--- src/rtl/replay_ctrl.sv ---
// rtl/replay_ctrl.sv - replay buffer controller: sequence numbering, ACK/NAK purge, timed replay and retrain escalation
module replay_ctrl #(
    parameter int AW      = 3,
    parameter int SEQ_W   = 12,
    parameter int TIMEOUT = 64
) (
    input  logic             clk,
    input  logic             reset,
    input  logic             tlp_valid,
    output logic             tlp_ready,
    output logic [SEQ_W-1:0] tx_seq,
    output logic             buf_we,
    output logic [AW-1:0]    buf_waddr,
    output logic             buf_re,
    output logic [AW-1:0]    buf_raddr,
    output logic             replay_valid,
    input  logic             tx_ready,
    input  logic             dllp_valid,
    output logic             dllp_ready,
    input  logic             dllp_nak,
    input  logic [SEQ_W-1:0] dllp_seq,
    output logic             dllp_err,
    output logic             replay_active,
    output logic             retrain_req,
    input  logic             retrain_done,
    output logic [AW:0]      count,
    output logic             full,
    output logic             empty
);
    localparam int DEPTH = 1 << AW;
    localparam int TW    = $clog2(TIMEOUT) + 1;
    localparam logic [TW-1:0] TIMER_MAX  = TW'(TIMEOUT - 1);
    localparam logic [AW:0]   COUNT_FULL = (AW+1)'(DEPTH);

    typedef enum logic [1:0] {
        NORMAL  = 2'd0,
        REPLAY  = 2'd1,
        RETRAIN = 2'd2
    } state_t;

    state_t           state_q, state_d;
    logic [AW-1:0]    wr_ptr_q, wr_ptr_d;
    logic [AW-1:0]    rd_base_q, rd_base_d;
    logic [AW-1:0]    rd_ptr_q, rd_ptr_d;
    logic [AW:0]      count_q, count_d;
    logic [AW:0]      remaining_q, remaining_d;
    logic [SEQ_W-1:0] next_seq_q, next_seq_d;
    logic [SEQ_W-1:0] acked_seq_q, acked_seq_d;
    logic [1:0]       replay_num_q, replay_num_d;
    logic [TW-1:0]    timer_q, timer_d;
    logic             replay_valid_q, replay_valid_d;
    logic             dllp_err_q, dllp_err_d;
    logic             retrain_req_q, retrain_req_d;

    logic             accept;
    logic             consume;
    logic [SEQ_W-1:0] ack_dist;
    logic             out_of_window;
    logic             purge;
    logic             progress;
    logic [AW:0]      purge_cnt;
    logic [AW:0]      count_after;
    logic [1:0]       replay_num_base;
    logic             start_replay;

    assign full          = (count_q == COUNT_FULL);
    assign empty         = (count_q == '0);
    assign count         = count_q;
    assign tlp_ready     = (state_q == NORMAL) && !full;
    assign dllp_ready    = (state_q == NORMAL);
    assign accept        = tlp_valid && tlp_ready;
    assign consume       = dllp_valid && dllp_ready;
    assign buf_we        = accept;
    assign buf_waddr     = wr_ptr_q;
    assign tx_seq        = next_seq_q;
    assign buf_re        = (state_q == REPLAY) && tx_ready;
    assign buf_raddr     = rd_ptr_q;
    assign replay_valid  = replay_valid_q;
    assign dllp_err      = dllp_err_q;
    assign replay_active = (state_q == REPLAY);
    assign retrain_req   = retrain_req_q;

    // Distance from the last acknowledged sequence number; anything beyond the
    // outstanding count refers to a TLP we never sent and is rejected.
    assign ack_dist        = dllp_seq - acked_seq_q;
    assign out_of_window   = ack_dist > SEQ_W'(count_q);
    assign purge           = consume && !out_of_window;
    assign progress        = purge && (ack_dist != '0);
    assign purge_cnt       = purge ? ack_dist[AW:0] : '0;
    assign count_after     = count_q - purge_cnt + {{AW{1'b0}}, accept};
    assign replay_num_base = progress ? 2'd0 : replay_num_q;
    // A DLLP consumed this cycle masks the timeout, so NAK+timeout replays once.
    assign start_replay    = (state_q == NORMAL) &&
                             ((purge && dllp_nak && (count_after != '0)) ||
                              (!consume && (count_q != '0) && (timer_q == TIMER_MAX)));

    // Next-state logic for pointers, counters, sequence numbers and the FSM.
    always_comb begin
        state_d        = state_q;
        wr_ptr_d       = wr_ptr_q;
        rd_base_d      = rd_base_q;
        rd_ptr_d       = rd_ptr_q;
        count_d        = count_q;
        remaining_d    = remaining_q;
        next_seq_d     = next_seq_q;
        acked_seq_d    = acked_seq_q;
        replay_num_d   = replay_num_q;
        timer_d        = timer_q;
        retrain_req_d  = retrain_req_q;
        dllp_err_d     = consume && out_of_window;
        replay_valid_d = buf_re;

        case (state_q)
            NORMAL: begin
                count_d = count_after;
                if (accept) begin
                    wr_ptr_d   = wr_ptr_q + AW'(1);
                    next_seq_d = next_seq_q + SEQ_W'(1);
                end
                if (purge) begin
                    rd_base_d   = rd_base_q + purge_cnt[AW-1:0];
                    acked_seq_d = dllp_seq;
                end
                replay_num_d = replay_num_base;
                // Timer saturates so a DLLP-masked expiry still fires next cycle.
                if (progress || (count_q == '0)) begin
                    timer_d = '0;
                end else if (timer_q != TIMER_MAX) begin
                    timer_d = timer_q + TW'(1);
                end
                if (start_replay) begin
                    timer_d = '0;
                    if (replay_num_base == 2'd3) begin
                        state_d       = RETRAIN;
                        retrain_req_d = 1'b1;
                    end else begin
                        replay_num_d = replay_num_base + 2'd1;
                        rd_ptr_d     = rd_base_d;
                        remaining_d  = count_after;
                        state_d      = REPLAY;
                    end
                end
            end
            REPLAY: begin
                if (tx_ready) begin
                    rd_ptr_d    = rd_ptr_q + AW'(1);
                    remaining_d = remaining_q - (AW+1)'(1);
                    if (remaining_q == (AW+1)'(1)) begin
                        state_d = NORMAL;
                        timer_d = '0;
                    end
                end
            end
            RETRAIN: begin
                if (retrain_done) begin
                    retrain_req_d = 1'b0;
                    replay_num_d  = 2'd0;
                    timer_d       = '0;
                    if (count_q != '0) begin
                        rd_ptr_d    = rd_base_q;
                        remaining_d = count_q;
                        state_d     = REPLAY;
                    end else begin
                        state_d = NORMAL;
                    end
                end
            end
            default: begin
                state_d = NORMAL;
            end
        endcase
    end

    // State register with asynchronous active-low reset; reset aborts any replay at once.
    always_ff @(posedge clk or negedge reset) begin
        if (!reset) begin
            state_q        <= NORMAL;
            wr_ptr_q       <= '0;
            rd_base_q      <= '0;
            rd_ptr_q       <= '0;
            count_q        <= '0;
            remaining_q    <= '0;
            next_seq_q     <= '0;
            acked_seq_q    <= '1;
            replay_num_q   <= '0;
            timer_q        <= '0;
            replay_valid_q <= 1'b0;
            dllp_err_q     <= 1'b0;
            retrain_req_q  <= 1'b0;
        end else begin
            state_q        <= state_d;
            wr_ptr_q       <= wr_ptr_d;
            rd_base_q      <= rd_base_d;
            rd_ptr_q       <= rd_ptr_d;
            count_q        <= count_d;
            remaining_q    <= remaining_d;
            next_seq_q     <= next_seq_d;
            acked_seq_q    <= acked_seq_d;
            replay_num_q   <= replay_num_d;
            timer_q        <= timer_d;
            replay_valid_q <= replay_valid_d;
            dllp_err_q     <= dllp_err_d;
            retrain_req_q  <= retrain_req_d;
        end
    end

endmodule

--- config.mk ---
export PLATFORM = sky130hd
export DESIGN_NAME = replay_ctrl
export DESIGN_NICKNAME = d
export VERILOG_FILES = /design/src/rtl/replay_ctrl.sv
export SDC_FILE = /design/constraint.sdc
export NUM_CORES = 1
export LEC_CHECK = 0
export CORE_UTILIZATION = 25
export DETAILED_ROUTE_END_ITERATION = 8
export PLACE_DENSITY_LB_ADDON = 0.2
export SLEW_MARGIN = 20
export SYNTH_ARGS = -nofsm -noshare
export SYNTH_HDL_FRONTEND = slang
export SYNTH_SLANG_ARGS = --single-unit
--- constraint.sdc ---
create_clock -name clk -period 11.7 [get_ports clk]
set_clock_uncertainty 0.05 [all_clocks]
set_input_delay 1.755 -clock clk [delete_from_list [all_inputs] [get_ports clk]]
set_output_delay 1.755 -clock clk [all_outputs]
set_load 0.02 [all_outputs]
Word-level counts from Yosys, hierarchy flattened. Cells that the tools add are included. W data, S select, Z words.

Register bits: 55. Input port bits: 19. Word-level logic and storage cells: 107.

Magnitude comparators: 1. $add $sub $neg: 10. Mux-type cells: 37. Equality and inequality tests: 15. Reduce and logical (&&, ||, !) cells: 31.

Operators with widths (number): $mux W7 (6); $mux W4 (6); $pmux W7 S3 (1); $mux W2 (9); $mux W3 (6); $add A12 B1 Y12 const B (1); $gt A12 B4 Y1 (1); $logic_and A1 B1 Y1 (12); $pmux W4 S3 (1); $reduce_bool A12 Y1 (1); $sub A12 B12 Y12 (1); $pmux W3 S3 (1); $ne A2 B2 Y1 const B (4); $reduce_and A4 Y1 (2); $reduce_bool A4 Y1 (2); $add A7 B1 Y7 const B (1); $eq A7 B6 Y1 const B (1); $ne A7 B6 Y1 const B (1); $add A3 B1 Y3 const B (2); $ne A2 B1 Y1 const B (3); $pmux W2 S3 (1); $reduce_and A2 Y1 (3); $reduce_and A6 Y1 (1); $reduce_and A5 Y1 (1); 19 further kinds (26).

Longest topological paths before layout.
Word-level depth: 13. Mapped depth: 23. Mapped depth without buffers: 23.

Worst setup path after synthesis. OpenSTA, ideal clock, no wires.

Path type: input -> register. Start point: input dllp_seq[2]. End point: register remaining_q[2]. Stages: 21. Data required time: 11.523 ns. Setup time: 0.127 ns. Setup slack: 4.763 ns. Arrival: 6.760 ns. Path buffers: 0. Cells stage by stage: ha_1 > o21ai_1 > a21oi_4 > nor2_1 > ha_1 > a21oi_1 > o21ai_0 > a211oi_1 > o2111ai_1 > nor4_1 > nand2_1 > ha_1 > ha_1 > a21o_1 > a21oi_1 > xnor2_1 > xor2_1 > o41a_1 > a311oi_1 > nor3_4 > mux2_1.

Longest elaborated chain between the ends: 13. Elaborated cells on any way between the ends: 22.

Ends and longest elaborated chain: start: declaration (RTL line 21) `input logic [SEQ_W-1:0] dllp_seq,`; $sub A12 B12 Y12 * (RTL line 85) `assign ack_dist = dllp_seq - acked_seq_q;`; $gt A12 B4 Y1 (RTL line 86) `assign out_of_window = ack_dist > SEQ_W'(count_q);`; $logic_not A1 Y1 (RTL line 87) `assign purge = consume && !out_of_window;`; $logic_and A1 B1 Y1 (RTL line 87); $mux W4 (RTL line 89) `assign purge_cnt = purge ? ack_dist[AW:0] : '0;`; $sub A4 B4 Y4 (RTL line 90) `assign count_after = count_q - purge_cnt + {{AW{1'b0}}, accept};`; $add A4 B1 Y4 (RTL line 90); $reduce_bool A4 Y1 (RTL line 94) `((purge && dllp_nak && (count_after != '0)) ||`; $logic_and A1 B1 Y1 (RTL line 94); $logic_or A1 B1 Y1 (RTL line 94); $logic_and A1 B1 Y1 (RTL line 93) `assign start_replay = (state_q == NORMAL) &&`; $ne A2 B1 Y1 (no source line); $reduce_and A6 Y1 (no source line); end signal: assignment (RTL line 196) `remaining_q <= remaining_d;`; end: declaration (RTL line 46) `logic [AW:0] remaining_q, remaining_d;`.

Mark *: on every way between the ends. The rest lies on a longest branch, timed or not. The select of a mux whose other input is x is not followed. A chain may end at the register's enable or synchronous reset.

Worst setup path after layout. Ends and elaborated chain as after synthesis.

==> flow_metrics.tcl <==
set metrics [dict create \
    wl_per_cell_um 14.74 \
    cts_root_buffer "clkbuf_16" \
    holdPathStages 1 \
    cp-start-kind "primary input" \
    synth-seq-cells 55 \
    p_int_mw 0.5735 \
    r2r-end "remaining_q[2]" \
    cts_buffer_depth 2 \
    slew_headroom_pct 48.95 \
    cp-end-kind "flip-flop" \
    async_reset_ff_share_pct 100.0 \
    synthTopCellsByArea "dfrtp_1 (29%), ha_1 (10%), dfstp_2 (8.5%), xnor2_1 (5.0%), nand2_1 (4.3%)" \
    synth_seq_area_share_pct 37.61 \
    gp_congestion 0.8340 \
    cts-resized-gates 0 \
    via_count 3026 \
    swShare_pct 43.14 \
    layout-area-overhead-vs-synth_pct 22.79 \
    cts_buffers 5 \
    hpwl_mm 6.902 \
    max-vdd-ir-drop_uv 92.90 \
    post_cts_buffers 0 \
    p_comb_share_pct 54.7 \
    syn_area_mm2 0.003700 \
    crit_required_ps 11830 \
    switching_power_mw 0.4351 \
    p_seq_share_pct 29.7 \
    timing_worst_setup_path_type "primary input to flip-flop" \
    dieHeight_um 123.7 \
    p_total_mw 1.009 \
    yosys_warnings 0 \
    tns_ps 0 \
    yosysMostFrequentCell "dfrtp_1" \
    antenna_found_initial 0 \
    period_share_pct 67.82 \
    design_area_mm2 0.004543 \
    synth_edf_count 0 \
    yosys-top-cells-count "dfrtp_1 (43), nand2_1 (42), inv_1 (36)" \
    r2r-start "acked_seq_q[2]" \
    min_to "buf_waddr[2]" \
    hp-start "buf_waddr[2]" \
    power.density_mw_per_mm2 222.0 \
    synthMuxAreaShare_pct 4.701 \
    synth_fp_nets 448 \
    grt_pass1_vias 2909 \
    ys.flop_type "dfrtp_1" \
    layout.nets 497 \
    synth_compound_area_share_pct 16.81 \
    dr.pass1.iters 4 \
    period_needed_ps 7935 \
    status "complete, no violations" \
    cts.sinks 55 \
    cap_violations 0 \
    num_rows 44 \
    overflow 0 \
    synthXorXnorAreaFrac_pct 7.575 \
    start_util_pct 25.55 \
    dpl_cell_area_mm2 0.004395 \
    die_area_mm2 0.01529 \
    synth.top_cell.area_share_pct 29.08 \
    syn_inst 396 \
    io_buffer_count 50 \
    synth-simple-area-share_pct 16.44 \
    drt_iter0_drc 233 \
    cts_tree "yes" \
    p_clk_share_pct 15.6 \
    max_freq_ghz 0.1260 \
    grt_first_pass_wirelength_mm 15.25 \
    ff2ff_path_depth 22 \
    synth_cell_types 61 \
    worst-slew-pin-transition_ps 765.7 \
    cts_max_level 2 \
    die_w_um 123.7 \
    worstPathArrival_ps 8070 \
    p_leak_nw 1.978 \
    hold_path_class "flip-flop to flip-flop" \
    core-area_mm2 0.01448 \
    rsz0062_at_grt "false" \
    routed_wl_mm 9.287 \
    hold_viol 0 \
    antenna_left 0 \
    synthAdderAreaFrac_pct 11.77 \
    grt_max_degree 56 \
    cts_hold_buf 0 \
    netlist.top_cell.by_area "dfrtp_1" \
    drcViolationCount 0 \
    grtUsageTotal_pct 13.04 \
    path_max_fanout 7 \
    vias_per_cell 4.803 \
    drive_gt1_share_pct 8.520 \
    fillers 1518 \
    avgSynthCellArea_um2 9.343 \
    r2r_slack_ps 5110 \
    synth_top_family_by_area "compound AO/OA/AOI/OAI gates" \
    clk_pin_slew_ps 70 \
    design.portCount 51 \
    clock_latency_ps 300 \
    setup_violations 0 \
    hold_slack_ps 418.3 \
    finalMaxSlewViolations 0 \
    num_antenna_cells 0 \
]
## cell type report
class	instances	area (um^2)	share of cell area, %
inverter	36	135.1	2.974
timing repair buffer	52	510.5	11.24
tap	184	230.2	5.067
multi-input combinational	295	2128	46.85
sequential	55	1391	30.63
clock inverter	1	5.005	0.1102
clock buffer	7	142.6	3.140
## power by group through the flow
stage	clock, mW	sequential (mW)	combinational [mW]
final	0.158	0.300	0.551
after global routing	0.172	0.308	0.615
after CTS	0.167	0.301	0.557
after detailed placement	0	0.303	0.554
after global placement	0	0.303	0.548
after floorplan	0	0.324	0.344
## how the worst max path moves through the flow
| stage | start | end | slack (ps) | cells past startpoint |
|---|---|---|---|---|
| after floorplan | dllp_seq[2] | remaining_q[2] | 4760 | 21 |
| after global placement | dllp_seq[2] | remaining_q[2] | 3610 | 22 |
| after detailed placement | dllp_seq[0] | timer_q[4] | 3330 | 23 |
| after CTS | dllp_seq[2] | timer_q[4] | 3700 | 22 |
| after global routing | dllp_seq[2] | timer_q[4] | 3300 | 22 |
| final | dllp_seq[2] | remaining_q[2] | 3770 | 22 |
## worst max-delay path, stage by stage
cell,delay (ps)
clkdlybuf4s50_1,420
ha_1,360
o21ai_1,230
a21oi_4,90
nor2_1,300
ha_1,320
a21oi_1,120
o21ai_0,90
a211oi_1,210
o2111ai_1,300
nor4_1,710
nand2_1,210
ha_1,370
ha_1,310
a21o_1,180
a21oi_1,170
xnor2_1,240
xor2_1,140
o41a_1,380
a311oi_1,620
nor3_4,180
mux2_1,350
## through the flow
stage	util, %	std cells	setup WS, ps
after floorplan	-	396	4763
after global placement	30.36	622	3611
after detailed placement	30.36	622	3334
after CTS	31.38	630	3697
after global routing	31.38	630	3303
final	31.38	630	3765
## kinds of logic (layout without fill, tap and decap cells)
logic type      Yosys count  in the layout
simple gates            120            120
buf+inv                  46             96
flops                    55             55
xor+xnor                 32             32
mux                      16             16
fa+ha+maj                33             33
compound gates           94             94
## per-layer routing
metal  vias to the layer above  track usage, %  part of all wire [%]
li1                       1491               -                     -
met1                      1461           17.75                    47
met2                        64           20.69                    46
met3                        10           2.473                   4.8
met4                         0           4.217                   1.4
met5                         -               0                     0
## cell usage in the layout, fill, tap and decap left out, drive strengths merged, types with 4 or more instances in the layout
master          n
clkdlybuf4s50  49
o22ai           6
ha             30
xor2           11
and3            4
o21a            4
clkbuf          7
mux2i           8
nor2           20
o211ai          7
xnor2          21
dfstp          12
nand2b          7
a21oi          18
nor4            4
nand2          42
nor3           11
mux2            8
inv            36
dfrtp          43
nand3           8
nand4           8
o21ai          32
## registers in the layout, summed over array words and instances (netlist names)
signal        count
retrain_req       1
tx_seq           12
replay_num_q      2
remaining_q       4
count             4
rd_base_q         3
replay_valid      1
timer_q           7
dllp_err          1
buf_raddr         3
buf_waddr         3
state_q           2
acked_seq_q      12
Power figures use the tool's default switching activity.
==> RTL edit: new RTL, same settings <==
Set the parameter `SEQ_W` to 14 (it was 12).
--- a/src/rtl/replay_ctrl.sv
+++ b/src/rtl/replay_ctrl.sv
@@ -2,5 +2,5 @@
 module replay_ctrl #(
     parameter int AW      = 3,
-    parameter int SEQ_W   = 12,
+    parameter int SEQ_W   = 14,
     parameter int TIMEOUT = 64
 ) (
Ports: changed (resized dllp_seq and tx_seq); port bits go from 51 to 55. The function was not compared with the original's and may differ.
==> RTL edit against the unedited design <==
- design area up 15%
- area after synthesis up 12%
- clock power up 99%
- wire length up 14%
- setup slack worse by 1.2 ns
- total power up 13%
- sequential cell count up 4
==> RTL edit: results (changes against the unedited design) <==
[place] Routability Congestion 0.8063 [was 0.8340]
[place] number of input and output port buffers inserted 54 [was 50]
[power_and_ir_drop] switching pwr 0.4445 mW [was 0.4351 mW]
[routing] Pre-Repair DR Iteration Count 4 [unchanged]
[run_status] outcome completed [unchanged]
[clock_network] clock input transition at the sequential cells of the worst setup and hold paths 0.05 ns [was 0.07 ns]
[global_routing] number of antenna violations at the first check in global routing 0 [unchanged]
[synth] Syn Inst Count 437 [was 396]
[routing] met3 routed wirelength 380 µm [was 448 µm]
[clock_network] Setup Fix Bufs, Post-CTS 0 [unchanged]
[final_layout] number of antenna repair diodes 0 [unchanged]
[clock_network] H-tree levels 3 [was 2]
[synth] most frequently used flop master after synthesis dfrtp_1 [unchanged]
[critical_path] Data arrival, critical path 9.28 ns [was 8.07 ns]
[synth] Unique masters post-synth 63 [was 61]
[place] number of instances in the placed design 696 [was 622]
[global_routing] first-pass GRT wire length 17680 µm [was 15250 µm]
[global_routing] vias in the first global route 3510 [was 2909]
[clock_network] Max clock buf depth 2 [unchanged]
[final_layout] share of layout cells above drive strength 1 11.49% [was 8.520%]
[routing] vias post-DR 3443 [was 3026]
[synth] Commonest cells post-synth 45 x dfrtp_1, 42 x nand2_1, 39 x inv_1 [was 43 x dfrtp_1, 42 x nand2_1, 36 x inv_1]
[routing] met1 WL 5242 µm [was 4403 µm]
[synth] net count of the mapped netlist 493 [was 448]
[job] max-capacitance violation count 0 [unchanged]
[clock_network] number of resized instances in the post-cts repair step 0 [unchanged]
[place] worst setup slack before clock tree synthesis 2.188 ns [was 3.334 ns]
[place] cell area reported after detailed placement 4881 µm² [was 4395 µm²]
[routing] Iteration-0 DRC Markers 187 [was 233]
[clock_network] Clock Root Buffer clkbuf_16 [unchanged]
[routing] Vias per Instance 4.836 [was 4.803]
[power_and_ir_drop] Leak 2.157 nW [was 1.978 nW]
[synth] Area contributors post-synth dfrtp_1 27%, ha_1 9.7%, dfstp_2 8.9%, mux2_2 4.4%, nand2_1 3.8% [was dfrtp_1 29%, ha_1 10%, dfstp_2 8.5%, xnor2_1 5.0%, nand2_1 4.3%]
[synth] fraction of the yosys area taken by sequential cells 36.18% [was 37.61%]
[final_layout] Reg area 1494 µm² [was 1391 µm²]
[hold_path] class of the tightest hold or removal check flip-flop to flip-flop [unchanged]
[final_layout] Fill cells 1723 [was 1518]
[power_and_ir_drop] worst IR drop on VDD 0.09152 mV [was 0.09290 mV]
[clock_network] clock latency on the worst-skew pair 0.33 ns [was 0.30 ns]
[sta] worst slew pin tran 0.8949 ns [was 0.7657 ns]
[global_routing] maximum number of pins on one net before global-route repair 60 [was 56]
[routing] average wire per cell in the routed design 14.90 µm [was 14.74 µm]
[final_layout] final-stage net count 547 [was 497]
[global_routing] gr usage total 13.36% [was 13.04%]
[critical_path] Max Fanout on Critical Path 22 [was 7]
[synth] warnings from Yosys 0 [unchanged]
[routing] routed wire length on met2 4838 µm [was 4303 µm]
[clock_network] number of buffers inserted during clock tree synthesis 9 [was 5]
[place] DP HPWL 7938 µm [was 6902 µm]
## RTL edit: cell types whose count changed after synthesis, moves of 4 or more
cell      unedited run  this run
o21ai_0             29        25
mux2i_1              8         3
mux2_2               5        16
nor2b_1              0         4
nand3_1              8        14
xnor2_1             21        16
o211ai_1             7        11
o221ai_1             1         5
a31oi_1              1         7
## RTL edit: power groups by stage
stage	Combinational, mW	Clock (mW)	Sequential [mW]
after detailed placement	0.519	0	0.314
after global routing	0.579	0.333	0.319
after global placement	0.513	0	0.313
after CTS	0.523	0.322	0.311
final	0.516	0.314	0.310
after floorplan	0.314	0	0.334
## RTL edit: final cells by class
| cell class | instances | share of cell area (%) |
|---|---|---|
| Timing Repair Buffer | 55 | 10.38 |
| Inverter | 39 | 2.798 |
| Tap cell | 216 | 5.165 |
| Sequential cell | 59 | 28.55 |
| Clock inverter | 6 | 2.152 |
| Clock buffer | 10 | 4.567 |
| Multi-Input combinational cell | 327 | 46.39 |
## RTL edit: layer usage
layer	global-route usage, %	vias up
li1	-	1697
met1	18.06	1690
met2	20.82	46
met3	3.176	10
met4	4.598	0
met5	0	-
## RTL edit: logic make-up after synthesis
logic type,after synthesis,share of synthesized area [%]
AND/OR/NAND/NOR,140,19.09
AO/OA/AOI/OAI,104,16.94
flip-flops,59,36.18
buffers and inverters,51,5.030
adder cells (fa/ha/maj),35,11.15
XOR/XNOR,29,6.515
multiplexers,19,5.091
## RTL edit: worst paths after layout
check	startpoint	cells past startpoint	to	slack [ns]
worst min register to register	buf_waddr[2]	1	buf_waddr[2]	0.42
min in group asynchronous	reset	2	dllp_err	1.54
worst max register to register	acked_seq_q[1]	27	timer_q[2]	3.86
worst min-delay path	buf_waddr[2]	1	buf_waddr[2]	0.42
worst max-delay path	dllp_seq[1]	27	timer_q[2]	2.57
max in group asynchronous	reset	2	remaining_q[0]	9.54
## RTL edit: critical path, stage by stage
cell,delay (ns)
clkdlybuf4s50_1,0.43
ha_1,0.30
nand2b_1,0.11
nand2b_1,0.10
a21oi_1,0.30
xor2_1,0.32
inv_1,0.08
ha_1,0.32
and4_1,0.18
a21oi_1,0.05
a2111oi_0,0.41
o311ai_1,0.22
or4_4,0.60
or3_1,0.71
nand2b_1,0.35
ha_1,0.34
ha_1,0.30
a21o_1,0.17
a21oi_1,0.18
xnor2_1,0.19
xor3_1,0.28
o41ai_1,0.43
nor4_1,0.09
a21o_1,0.29
nand2_1,0.27
nand3b_4,0.15
o311ai_0,0.37
